--- config.mk ---
export PLATFORM = sky130hd
export DESIGN_NAME = ifm_row_streamer
export DESIGN_NICKNAME = d
export VERILOG_FILES = /design/src/rtl/ifm_row_streamer_pkg.sv /design/src/rtl/ifm_skid_fifo.sv /design/src/rtl/ifm_row_streamer.sv
export SDC_FILE = /design/constraint.sdc
export NUM_CORES = 1
export LEC_CHECK = 0
export ABC_AREA = 0
export BUFFER_PORTS_ARGS = -buffer_cell sky130_fd_sc_hd__buf_2
export CORE_MARGIN = 2
export CORE_UTILIZATION = 25
export DETAILED_ROUTE_END_ITERATION = 16
export GPL_ROUTABILITY_DRIVEN = 0
export SYNTH_ARGS = -nofsm -noshare
export SYNTH_HDL_FRONTEND = slang
export SYNTH_SLANG_ARGS = --single-unit
--- constraint.sdc ---
create_clock -name clk -period 3.4 [get_ports clk]
set_input_delay 0.68 -clock clk [delete_from_list [all_inputs] [get_ports clk]]
set_output_delay 0.68 -clock clk [all_outputs]
set_load 0.03 [all_outputs]
--- src/rtl/ifm_row_streamer_pkg.sv ---
// Shared definitions for the IFM row streamer and the PE IFM input side.
package ifm_row_streamer_pkg;

  // Streamer FSM encoding
  typedef enum logic [1:0] {
    ST_IDLE   = 2'd0,
    ST_STREAM = 2'd1,
    ST_FLUSH  = 2'd2
  } ifm_state_t;

  // Row tags carried next to each IFM element
  typedef struct packed {
    logic sor;
    logic eor;
  } ifm_tag_t;

  localparam int unsigned TAG_WIDTH = 2;

  // Start-of-row tag sits directly above end-of-row, both above the element
  function automatic int unsigned sor_pos(input int unsigned data_width);
    return data_width + 1;
  endfunction

  function automatic int unsigned eor_pos(input int unsigned data_width);
    return data_width;
  endfunction

endpackage

--- src/rtl/ifm_skid_fifo.sv ---
// Two-entry skid buffer with a registered head; head reads 0 when empty.
module ifm_skid_fifo #(
  parameter int unsigned WIDTH = 10
) (
  input  logic             clk,
  input  logic             rst,
  input  logic             push,
  input  logic             pop,
  input  logic [WIDTH-1:0] din,
  output logic             full,
  output logic             empty,
  output logic [WIDTH-1:0] head
);

  logic [1:0]       count;
  logic [WIDTH-1:0] head_q;
  logic [WIDTH-1:0] tail_q;
  logic             do_push;
  logic             do_pop;

  // Qualify requests: no pop when empty, no push when full unless popping too
  always_comb begin
    do_pop  = pop & (count != 2'd0);
    do_push = push & ((count != 2'd2) | do_pop);
  end

  // Storage update; simultaneous push/pop keeps occupancy and shifts the tail up
  always_ff @(posedge clk or posedge rst) begin
    if (rst) begin
      count  <= 2'd0;
      head_q <= '0;
      tail_q <= '0;
    end else begin
      case ({do_push, do_pop})
        2'b10: begin
          if (count == 2'd0) head_q <= din;
          else               tail_q <= din;
          count <= count + 2'd1;
        end
        2'b01: begin
          if (count == 2'd2) begin
            head_q <= tail_q;
            tail_q <= '0;
          end else begin
            head_q <= '0;
          end
          count <= count - 2'd1;
        end
        2'b11: begin
          if (count == 2'd2) begin
            head_q <= tail_q;
            tail_q <= din;
          end else begin
            head_q <= din;
          end
        end
        default: ;
      endcase
    end
  end

  assign full  = (count == 2'd2);
  assign empty = (count == 2'd0);
  assign head  = head_q;

endmodule

--- src/rtl/ifm_row_streamer.sv ---
// Streams IFM words row by row from a sync-read buffer into the PE IFM port.
module ifm_row_streamer
  import ifm_row_streamer_pkg::*;
#(
  parameter int unsigned DATA_WIDTH = 8,
  parameter int unsigned ADDR_WIDTH = 10,
  parameter int unsigned LEN_WIDTH  = 6
) (
  input  logic                    clk,
  input  logic                    rst,
  input  logic                    start,
  input  logic [ADDR_WIDTH-1:0]   base_addr,
  input  logic [LEN_WIDTH-1:0]    row_len,
  input  logic [LEN_WIDTH-1:0]    num_rows,
  output logic                    mem_rd,
  output logic [ADDR_WIDTH-1:0]   mem_addr,
  input  logic [DATA_WIDTH-1:0]   mem_data,
  input  logic                    ready_ifm,
  output logic                    w_en_ifm,
  output logic [DATA_WIDTH+1:0]   data_out,
  output logic                    busy,
  output logic                    done
);

  localparam int unsigned WORD_WIDTH = DATA_WIDTH + TAG_WIDTH;
  localparam int unsigned SOR_POS    = sor_pos(DATA_WIDTH);
  localparam int unsigned EOR_POS    = eor_pos(DATA_WIDTH);

  ifm_state_t state;
  ifm_state_t state_next;

  logic [ADDR_WIDTH-1:0] addr_q;
  logic [LEN_WIDTH-1:0]  col_q;
  logic [LEN_WIDTH-1:0]  row_q;
  logic [LEN_WIDTH-1:0]  len_q;
  logic [LEN_WIDTH-1:0]  rows_q;
  logic                  inflight_q;
  ifm_tag_t              tag_q;
  logic                  done_q;
  logic                  busy_q;

  logic                  done_next;
  logic                  busy_next;
  logic                  zero_len;
  logic                  last_col;
  logic                  last_row;
  logic [1:0]            occ;
  logic [1:0]            occ_after;
  logic                  credit_ok;
  logic                  drained;

  logic                  fifo_full;
  logic                  fifo_empty;
  logic [WORD_WIDTH-1:0] fifo_din;
  logic [WORD_WIDTH-1:0] fifo_head;

  // Skid buffer between the memory return path and the PE write port
  ifm_skid_fifo #(
    .WIDTH (WORD_WIDTH)
  ) u_skid (
    .clk   (clk),
    .rst   (rst),
    .push  (inflight_q),
    .pop   (w_en_ifm),
    .din   (fifo_din),
    .full  (fifo_full),
    .empty (fifo_empty),
    .head  (fifo_head)
  );

  // Returned element joined with the tags that travelled with its read
  always_comb begin
    fifo_din                   = '0;
    fifo_din[DATA_WIDTH-1:0]   = mem_data;
    fifo_din[SOR_POS]          = tag_q.sor;
    fifo_din[EOR_POS]          = tag_q.eor;
  end

  // Occupancy bookkeeping; a pop this cycle frees a slot for a read issued now
  always_comb begin
    zero_len  = (row_len == '0) || (num_rows == '0);
    last_col  = (col_q == len_q - LEN_WIDTH'(1));
    last_row  = (row_q == rows_q - LEN_WIDTH'(1));
    occ       = fifo_full ? 2'd2 : (fifo_empty ? 2'd0 : 2'd1);
    occ_after = occ - 2'(w_en_ifm);
    credit_ok = (occ_after + 2'(inflight_q)) < 2'd2;
    drained   = !inflight_q && (occ_after == 2'd0);
  end

  // FSM state register
  always_ff @(posedge clk or posedge rst) begin
    if (rst) state <= ST_IDLE;
    else     state <= state_next;
  end

  // FSM next-state logic
  always_comb begin
    state_next = state;
    case (state)
      ST_IDLE: begin
        if (start) state_next = zero_len ? ST_FLUSH : ST_STREAM;
      end
      ST_STREAM: begin
        if (mem_rd && last_col && last_row) state_next = ST_FLUSH;
      end
      ST_FLUSH: begin
        if (drained) state_next = ST_IDLE;
      end
      default: state_next = ST_IDLE;
    endcase
  end

  // FSM outputs: read issue, completion and busy for the next cycle
  always_comb begin
    mem_rd    = 1'b0;
    done_next = 1'b0;
    busy_next = (state_next != ST_IDLE);
    case (state)
      ST_STREAM: mem_rd    = credit_ok;
      ST_FLUSH:  done_next = drained;
      default: ;
    endcase
  end

  // Registered status outputs
  always_ff @(posedge clk or posedge rst) begin
    if (rst) begin
      done_q <= 1'b0;
      busy_q <= 1'b0;
    end else begin
      done_q <= done_next;
      busy_q <= busy_next;
    end
  end

  // Transfer parameters, address and position counters
  always_ff @(posedge clk or posedge rst) begin
    if (rst) begin
      addr_q <= '0;
      col_q  <= '0;
      row_q  <= '0;
      len_q  <= '0;
      rows_q <= '0;
    end else if (state == ST_IDLE) begin
      if (start) begin
        addr_q <= base_addr;
        len_q  <= row_len;
        rows_q <= num_rows;
        col_q  <= '0;
        row_q  <= '0;
      end
    end else if (mem_rd) begin
      addr_q <= addr_q + ADDR_WIDTH'(1);
      if (last_col) begin
        col_q <= '0;
        row_q <= row_q + LEN_WIDTH'(1);
      end else begin
        col_q <= col_q + LEN_WIDTH'(1);
      end
    end
  end

  // In-flight flag and tags for the read whose data returns next cycle
  always_ff @(posedge clk or posedge rst) begin
    if (rst) begin
      inflight_q <= 1'b0;
      tag_q      <= '0;
    end else begin
      inflight_q <= mem_rd;
      if (mem_rd) begin
        tag_q.sor <= (col_q == '0);
        tag_q.eor <= last_col;
      end
    end
  end

  assign mem_addr = addr_q;
  assign w_en_ifm = !fifo_empty && ready_ifm;
  assign data_out = fifo_head;
  assign busy     = busy_q;
  assign done     = done_q;

endmodule

Word level (Yosys, flattened, before mapping):

Cells that the tools add are included.
Widths: inputs -> output; s select.

* register bits: 63
* input port bits: 34
* output and inout port bits: 24
* logic and storage cells: 93

* $add $sub $neg: 9
* $lt $le $gt $ge: 1
* eq/ne operators: 14
* multiplexer cells: 28
* bitwise logic cells: 3
* reductions and logical operators: 24

Operator list (count)
* $mux 10: 9
* $pmux 10 s3: 2
* $mux 6: 7
* $logic_not 6->1: 3
* $add 6x1->6 const B: 2
* $eq 6x6->1: 2
* $ne 2x2->1 const B: 6
* $sub 6x1->6 const B: 2
* $add 10x1->10 const B: 1
* $mux 2: 5
* $reduce_bool 2->1: 5
* $eq 2x2->1 const B: 4
* $logic_not 2->1: 3
* $pmux 2 s3: 1
* $reduce_and 2->1: 3
* $eq 2x1->1 const B: 2
* $logic_and 1x1->1: 4
* $pmux 2 s2: 1
* $reduce_and 4->1: 1
* $mux 1: 3
* $reduce_and 3->1: 1
* $reduce_bool 3->1: 1
* $add 2x1->2: 1
* $add 2x1->2 const B: 1
* 7 further kinds: 9

Logic depth before layout (Yosys ltp):

Gate-level depths: netlist (run 1).

* depth in word-level cells: 12
* gate-level depth with buffers: 10
* gate-level depth less buffers: 9

Hierarchy:

From an unflattened synthesis (run 1), not the netlist that was laid out.

* cells, all modules: 363
* area total of the unflattened synthesis: 3609.7 µm²

By module, submodules not included
* ifm_row_streamer: instances 1, cells each 262, area each 2486.1 µm², sequential area each 1026.0 µm²
* ifm_skid_fifo: instances 1, cells each 101, area each 1123.6 µm², sequential area each 550.5 µm²

Worst setup path before layout (run 1):

Ideal clock, no wire load.

* kind: input -> register
* from: in ready_ifm
* to: reg row_q[4]
* library setup time: 0.078 ns
* arrival: 3.175 ns
* path slack: 0.147 ns
* stages: 9
* path through: nor2b_1 ha_1 nand2b_1 xnor3_1 nor2_2 nand3_1 buf_2 or3_1 a21oi_1

* cells in the longest elaborated chain, start to end: 7

RTL lines
* start: declaration: line ifm_row_streamer.sv:18 `input logic ready_ifm,`
* $logic_and 1x1->1: line ifm_row_streamer.sv:178 `assign w_en_ifm = !fifo_empty && ready_ifm;`
* $sub 2x1->2: line ifm_row_streamer.sv:85 `occ_after = occ - 2'(w_en_ifm);`
* $add 2x1->2: line ifm_row_streamer.sv:86 `credit_ok = (occ_after + 2'(inflight_q)) < 2'd2;`
* $lt 2x2->1: line ifm_row_streamer.sv:86
* $mux 1: line ifm_row_streamer.sv:118 `case (state)`
* net mem_rd: line ifm_row_streamer.sv:15 `output logic mem_rd,`
* $reduce_bool 2->1 (no line)
* $reduce_and 3->1 (no line)
* end signal: assignment: line ifm_row_streamer.sv:156 `row_q <= row_q + LEN_WIDTH'(1);`
* end: declaration: line ifm_row_streamer.sv:34 `logic [LEN_WIDTH-1:0] row_q;`

The timed path passes the listed nets, and every way through them passes these cells.
A chain may end at the register's enable or synchronous reset.

Worst setup path in the final report (run 1):

* from: in ready_ifm
* to: out mem_rd

* cells in the longest elaborated chain, start to end: 5

RTL lines (line)
* $logic_and 1x1->1: ifm_row_streamer.sv:178
* $sub 2x1->2: ifm_row_streamer.sv:85
* $add 2x1->2: ifm_row_streamer.sv:86
* $lt 2x2->1: ifm_row_streamer.sv:86
* $mux 1: ifm_row_streamer.sv:118
* end: declaration: ifm_row_streamer.sv:15

Every way passes these cells.

==> qor.yml, run 1 <==
status: "completed"
dp_hpwl_um: 5680
dieArea_mm2: 0.0138
max-vdd-ir-drop_uv: 322
seq_area_frac_synth_pct: 48.8
hold_class: "input port to asynchronous set/reset pin"
period_minus_slack_ns: 2.99
fin_nets: 440
drive_above_1_share_pct: 23.8
finalHoldViolCount: 0
synth_seq_cells: 63
clock_skew_ns: 0.00559
diodes: 0
cts_hold_buf: 0
floorplan.initialDensity_pct: 25.6
cts_tree: "done"
start_kind: "input port"
drc: 0
post-place-ws_ns: 0.424
area_growth_pct: 26.0
synth_cell_type_count: 43
r2r-start: "u_skid.count[0]"
wl_per_cell_um: 13.6
fin_crit_sh_pct: 87.9
tns_ns: 0
setup_viol: 0
num_vias: 2695
clock_latency_ns: 0.33
routed_wl_um: 7840
netlist_area_mm2: 0.00323
relSlewSlack_pct: 35.8
port_buffers: 57
cts_buffer_depth: 2
crit_fanout: 7
critical_path.startpoint: "ready_ifm"
post_cts_resize_count: 0
p_leak_nw: 1.84
synthFlopType: "dfrtp_1"
maxSlewViolCount: 0
endpoint_kind: "primary output"
final_util_pct: 32.3
cp_data_required_time_ns: 2.72
cts_root_buf: "clkbuf_16"
avgSynthCellArea_um2: 9.55
grt_max_degree: 28
clock-sinks: 63
power_density_mw_per_mm2: 1100
yosysWarnings: 0
first_global_vias: 2710
worstPathArrival_ns: 2.31
synth_cells: 338
h-tree-depth: 3
cts_made_buffers: 9
synth-edff-count: 0
critPathKind: "input port to primary output"
clk_pin_slew_ns: 0.06
ys_async_sr_fraction_pct: 100
cap_viol_max_count: 0
grt_pass1_wl_um: 13500
fp.dieH_um: 118
grtUsageTotal_pct: 12.1
ios: 58
antenna_found_initial: 1
worst_slack_ns: 0.412
drt_pass1_iterations: 4
synth_nets: 379
viasPerCell: 4.68
overflow: 0
coreArea_mm2: 0.0126
drt-initial-drc-count: 182
post_cts_buffers: 0
worst_pin_slew_ns: 0.963
rsz0062_at_grt: "false"
num_rows: 41
die_w_um: 118
antenna_left: 0
max_freq_mhz: 335
-- flip-flops by register name, summed over array words and instances, names as in the netlist --
register	count
busy	1
col_q	6
done	1
fifo_din	2
inflight_q	1
len_q	6
mem_addr	10
row_q	6
rows_q	6
state	2
u_skid.count	2
u_skid.head	10
u_skid.tail_q	10
-- power by group --
part / leakage (nW) / internal, mW / total (mW) / switching [mW]
registers: 0.783 / 1.07 / 1.38 / 0.308
logic: 0.893 / 0.785 / 2.04 / 1.26
clock network: 0.166 / 0.718 / 1.07 / 0.347
-- final timing paths --
check,endpoint,slack (ns),cells after the start
setup / recovery,mem_rd,0.41,7
hold / removal,mem_addr[1],0.41,2
setup reg to reg,row_q[4],0.84,10
hold reg to reg,u_skid.head[3],0.47,2
max in group asynchronous,u_skid.tail_q[3],2.00,4
min in group clk,u_skid.head[3],0.47,2
-- placed cells by master (no fill, tap or decap), types with 4 or more instances in the layout --
| master | instances |
|---|---|
| nand2b_1 | 4 |
| clkbuf_16 | 9 |
| buf_4 | 6 |
| a22oi_1 | 10 |
| nand2_1 | 41 |
| xnor2_1 | 9 |
| mux2i_1 | 4 |
| o22ai_1 | 10 |
| dfrtp_1 | 63 |
| nor2_1 | 20 |
| a22o_1 | 11 |
| nand3_1 | 14 |
| buf_2 | 57 |
| inv_1 | 15 |
| o21ai_0 | 31 |
| ha_1 | 7 |
| a21oi_1 | 25 |
| xor2_1 | 8 |
| mux2_2 | 9 |
| and2_1 | 4 |
| nor3_1 | 4 |
-- final cells by class --
type | instances | area [um^2]
Timing Repair Buffer | 63 | 330
Multi-Input combinational cell | 246 | 1540
Clock buffer | 9 | 225
Inverter | 16 | 60.1
Tap cell | 172 | 215
Sequential cell | 63 | 1580
Clock inverter | 7 | 120
Fill cell | 1322 | 8550
-- synth_stat cells, types with 2 or more instances --
library cell	count	area, um^2
nand4_1	2	12.5
nand2_1	41	154
nor3b_1	2	15.0
clkbuf_1	12	45.0
a31oi_1	2	12.5
xnor2_1	9	78.8
dfrtp_1	63	1580
or2_2	2	12.5
nor4_1	3	18.8
nor2b_1	2	12.5
mux2i_1	4	40.0
a21oi_1	25	125
nand2b_1	4	25.0
nor3_1	4	20.0
xor2_1	8	70.1
o31ai_1	2	15.0
o21ai_0	31	155
inv_1	16	60.1
and3_1	2	12.5
and2_1	4	25.0
o22ai_1	10	62.6
a22oi_1	10	75.1
a22o_1	11	96.3
nor2_1	20	75.1
nand3_1	14	70.1
or3_1	3	18.8
a211o_1	2	17.5
mux2_2	9	101
ha_1	7	87.6
-- worst max-delay path, cell delays in order --
cell and delay (ns):
buf_2 0.12, nor2b_1 0.31, ha_1 0.28, nand2b_1 0.14, xnor3_1 0.26, nor2_2 0.24
buf_2 0.26
-- cells by family after synthesis --
family	after synthesis	synth area share [%]
buf+inv	29	3.41
compound gates	101	19.6
xor+xnor	18	5.31
flops	63	48.8
simple gates	107	15.7
mux	13	4.38
fa+ha+maj	7	2.71
-- routing by layer --
| layer | global-route usage (%) | vias up | wire, um |
|---|---|---|---|
| li1 | - | 1329 | - |
| met1 | 15.9 | 1298 | 3810 |
| met2 | 18.4 | 60 | 3570 |
| met3 | 4.55 | 6 | 396 |
| met4 | 3.77 | 2 | 55 |
| met5 | 0 | - | 7 |
-- stage by stage --
| step | cell area [um^2] | std cells | hold slack, ns | total power, mW |
|---|---|---|---|---|
| after floorplan | 3230 | 338 | 0.474 | 2.86 |
| after global placement | 3720 | 560 | 0.464 | 3.36 |
| after detailed placement | 3720 | 560 | 0.468 | 3.45 |
| after CTS | 4070 | 576 | 0.432 | 4.54 |
| after global routing | 4070 | 576 | 0.461 | 4.87 |
| final | 4070 | 576 | 0.409 | 4.48 |
No activity file was read; power rests on OpenSTA's default activity.
==> inputs of run 2 (changes only) <==
==> constraint.sdc (replaced) <==
create_clock -name clk -period 3.4 [get_ports clk]
set_input_delay 0.17 -clock clk [delete_from_list [all_inputs] [get_ports clk]]
set_output_delay 0.17 -clock clk [all_outputs]
set_load 0.03 [all_outputs]
==> run 2 against run 1 <==
Final area decreased by 1.7%. Global-route usage decreased by 0.46 points. Cell count decreased by 0.17%. Clock power decreased by 19%. Non-clock buffer count decreased by 1. Largest cell class unchanged. First-iteration DRC count decreased by 25%. Core utilization decreased by 0.56 points. Flip-flop and latch count unchanged. Worst hold slack got worse by 0.34 ns. Wire length decreased by 2.6%.
==> qor.yml, run 2 (same netlist as run 1, synthesis figures left out) <==
multi_input_area_mm2: 0.00154  # unchanged
antenna_left: 0  # unchanged
r2r-end: "row_q[5]"
r2r-start: "u_skid.count[0]"
die_w_um: 118  # unchanged
drt-initial-drc-count: 136  # -25%
first_global_vias: 2624  # -3.2%
start_kind: "flop"
cp_data_required_time_ns: 3.65  # +0.93 ns
cts_buffer_depth: 2  # unchanged
num_vias: 2682  # -0.48%
coreArea_mm2: 0.0126  # unchanged
postPlaceCellArea_mm2: 0.00371  # -0.40%
cts_root_buf: "clkbuf_16"
period_minus_slack_ns: 2.87  # -0.119 ns
dp_hpwl_um: 5490  # -3.4%
grt_pass1_wl_um: 13100  # -2.9%
critPathKind: "flop to flop"
worstPathArrival_ns: 3.12  # +0.81 ns
rr_worst_depth: 9  # -1
relSlewSlack_pct: 40.8  # +5.1 points
grt_max_degree: 36  # +29%
hold_depth: 2
layout_commonest_cell: "dfrtp_1"
rsz0062_at_grt: "false"
viasPerCell: 4.66  # -0.31%
whs_ns: 0.0657  # -0.343 ns
seqCellArea_mm2: 0.00158  # unchanged
num_rows: 41  # unchanged
drive_above_1_share_pct: 23.3  # -0.44 points
wl_per_cell_um: 13.3  # -2.4%
holdPathEnd: "u_skid.tail_q[2]"
diodes: 0  # unchanged
num-fill-cells: 1357  # +2.6%
clk_pin_slew_ns: 0.06  # about the same
clock_latency_ns: 0.33  # about the same
fin_nets: 439  # -0.23%
hold_start: "mem_data[2]"
cts_tree: "done"
status: "completed"
finalHoldViolCount: 0  # unchanged
clock-sinks: 63  # unchanged
power_density_mw_per_mm2: 1060  # -3.5%
fin_cells: 575  # -0.17%
h-tree-depth: 3  # unchanged
grtUsageTotal_pct: 11.6  # -0.46 points
fin_crit_sh_pct: 84.4  # -3.5 points
placed_cells: 558  # -0.36%
drc: 0  # unchanged
maxSlewViolCount: 0  # unchanged
overflow: 0  # unchanged
antenna_found_initial: 1  # unchanged
dieArea_mm2: 0.0138  # unchanged
ios: 58  # unchanged
port_buffers: 57  # unchanged
final_util_pct: 31.7  # -0.56 points
drt_pass1_iterations: 4  # unchanged
floorplan.initialDensity_pct: 25.6  # unchanged
area_growth_pct: 23.9
fp.dieH_um: 118  # unchanged
max_freq_mhz: 348  # +4.1%
cts_made_buffers: 9  # unchanged
max-vdd-ir-drop_uv: 325  # +0.93%
endpoint_kind: "flop"
worst_pin_slew_ns: 0.887  # -0.0760 ns
rrSetupSlack_ns: 0.53  # -0.31 ns
p_leak_nw: 1.80  # -2.0%
crit_fanout: 11  # +4
tns_ns: 0  # unchanged
cap_viol_max_count: 0  # unchanged
hold_class: "input port to flop"
design_area_mm2: 0.00400  # -1.7%
routed_wl_um: 7640  # -2.6%
post_cts_buffers: 0  # unchanged
setup_viol: 0  # unchanged
clock_skew_ns: 0.0111  # +0.00555 ns
mostFrequentLayoutCells: "dfrtp_1, buf_2, nand2_1"
## run 2: cell count changes in the layout (fill, tap and decap cells not counted), sizes merged
cell and delta:
inv +2, clkinvlp +1, bufinv -3, dlygate4sd3 +1, buf -2
## run 2: worst max-delay path by stage
stage                     endpoint             from  slack (ns)  cells after the start
after detailed placement  row_q[5]  u_skid.count[0]        0.53                      9
after floorplan           row_q[4]  u_skid.count[0]        0.39                     10
final                     row_q[5]  u_skid.count[0]        0.53                      9
after global placement    row_q[5]  u_skid.count[0]        0.67                      9
after CTS                 row_q[5]  u_skid.count[0]        0.53                      9
after global routing      row_q[5]  u_skid.count[1]        0.24                      9
## run 2: area by class of cell
cell class	count	area share, %
multi-input cells	246	38.6
flip-flops and latches	63	39.4
well taps	172	5.38
clock inverters	7	1.38
inverters	16	1.50
clock buffers	9	5.63
repair buffers	62	8.13
## run 2: routing by layer
metal	up-vias	GRT usage [%]	part of all wire [%]	wire (um)
met5	-	0	0.13	10
met1	1277	16.2	50	3820
met2	65	16.8	43	3290
li1	1331	-	-	-
met4	2	3.39	1.0	78
met3	7	4.36	5.6	431
## run 2: power by group
group	total [mW]	internal (mW)	switching [mW]	leakage, nW
combinational	2.01	0.767	1.24	0.888
clock	0.869	0.500	0.368	0.133
sequential	1.38	1.07	0.308	0.783
## run 2: critical path, cell delays in order (launching register included)
cell	delay, ns
dfrtp_1	0.40
nor2_1	0.09
nor2b_1	0.29
ha_1	0.28
nand2b_1	0.14
xnor3_1	0.25
nor2_2	0.29
nand3_1	0.35
or4_1	0.56
a21oi_1	0.15
## run 2: timing repair
action	CTS	global route
hold buffers	1	0
hold endpoints to repair	28	0
endpoints found under the setup margin	0	0
gates resized for setup	0	0
## run 2: per-stage QoR
| step | power [mW] | worst slack, ns |
|---|---|---|
| after floorplan | 2.86 | 0.386 |
| after CTS | 4.30 | 0.529 |
| final | 4.25 | 0.530 |
| after detailed placement | 3.41 | 0.531 |
| after global routing | 4.63 | 0.237 |
| after global placement | 3.34 | 0.665 |
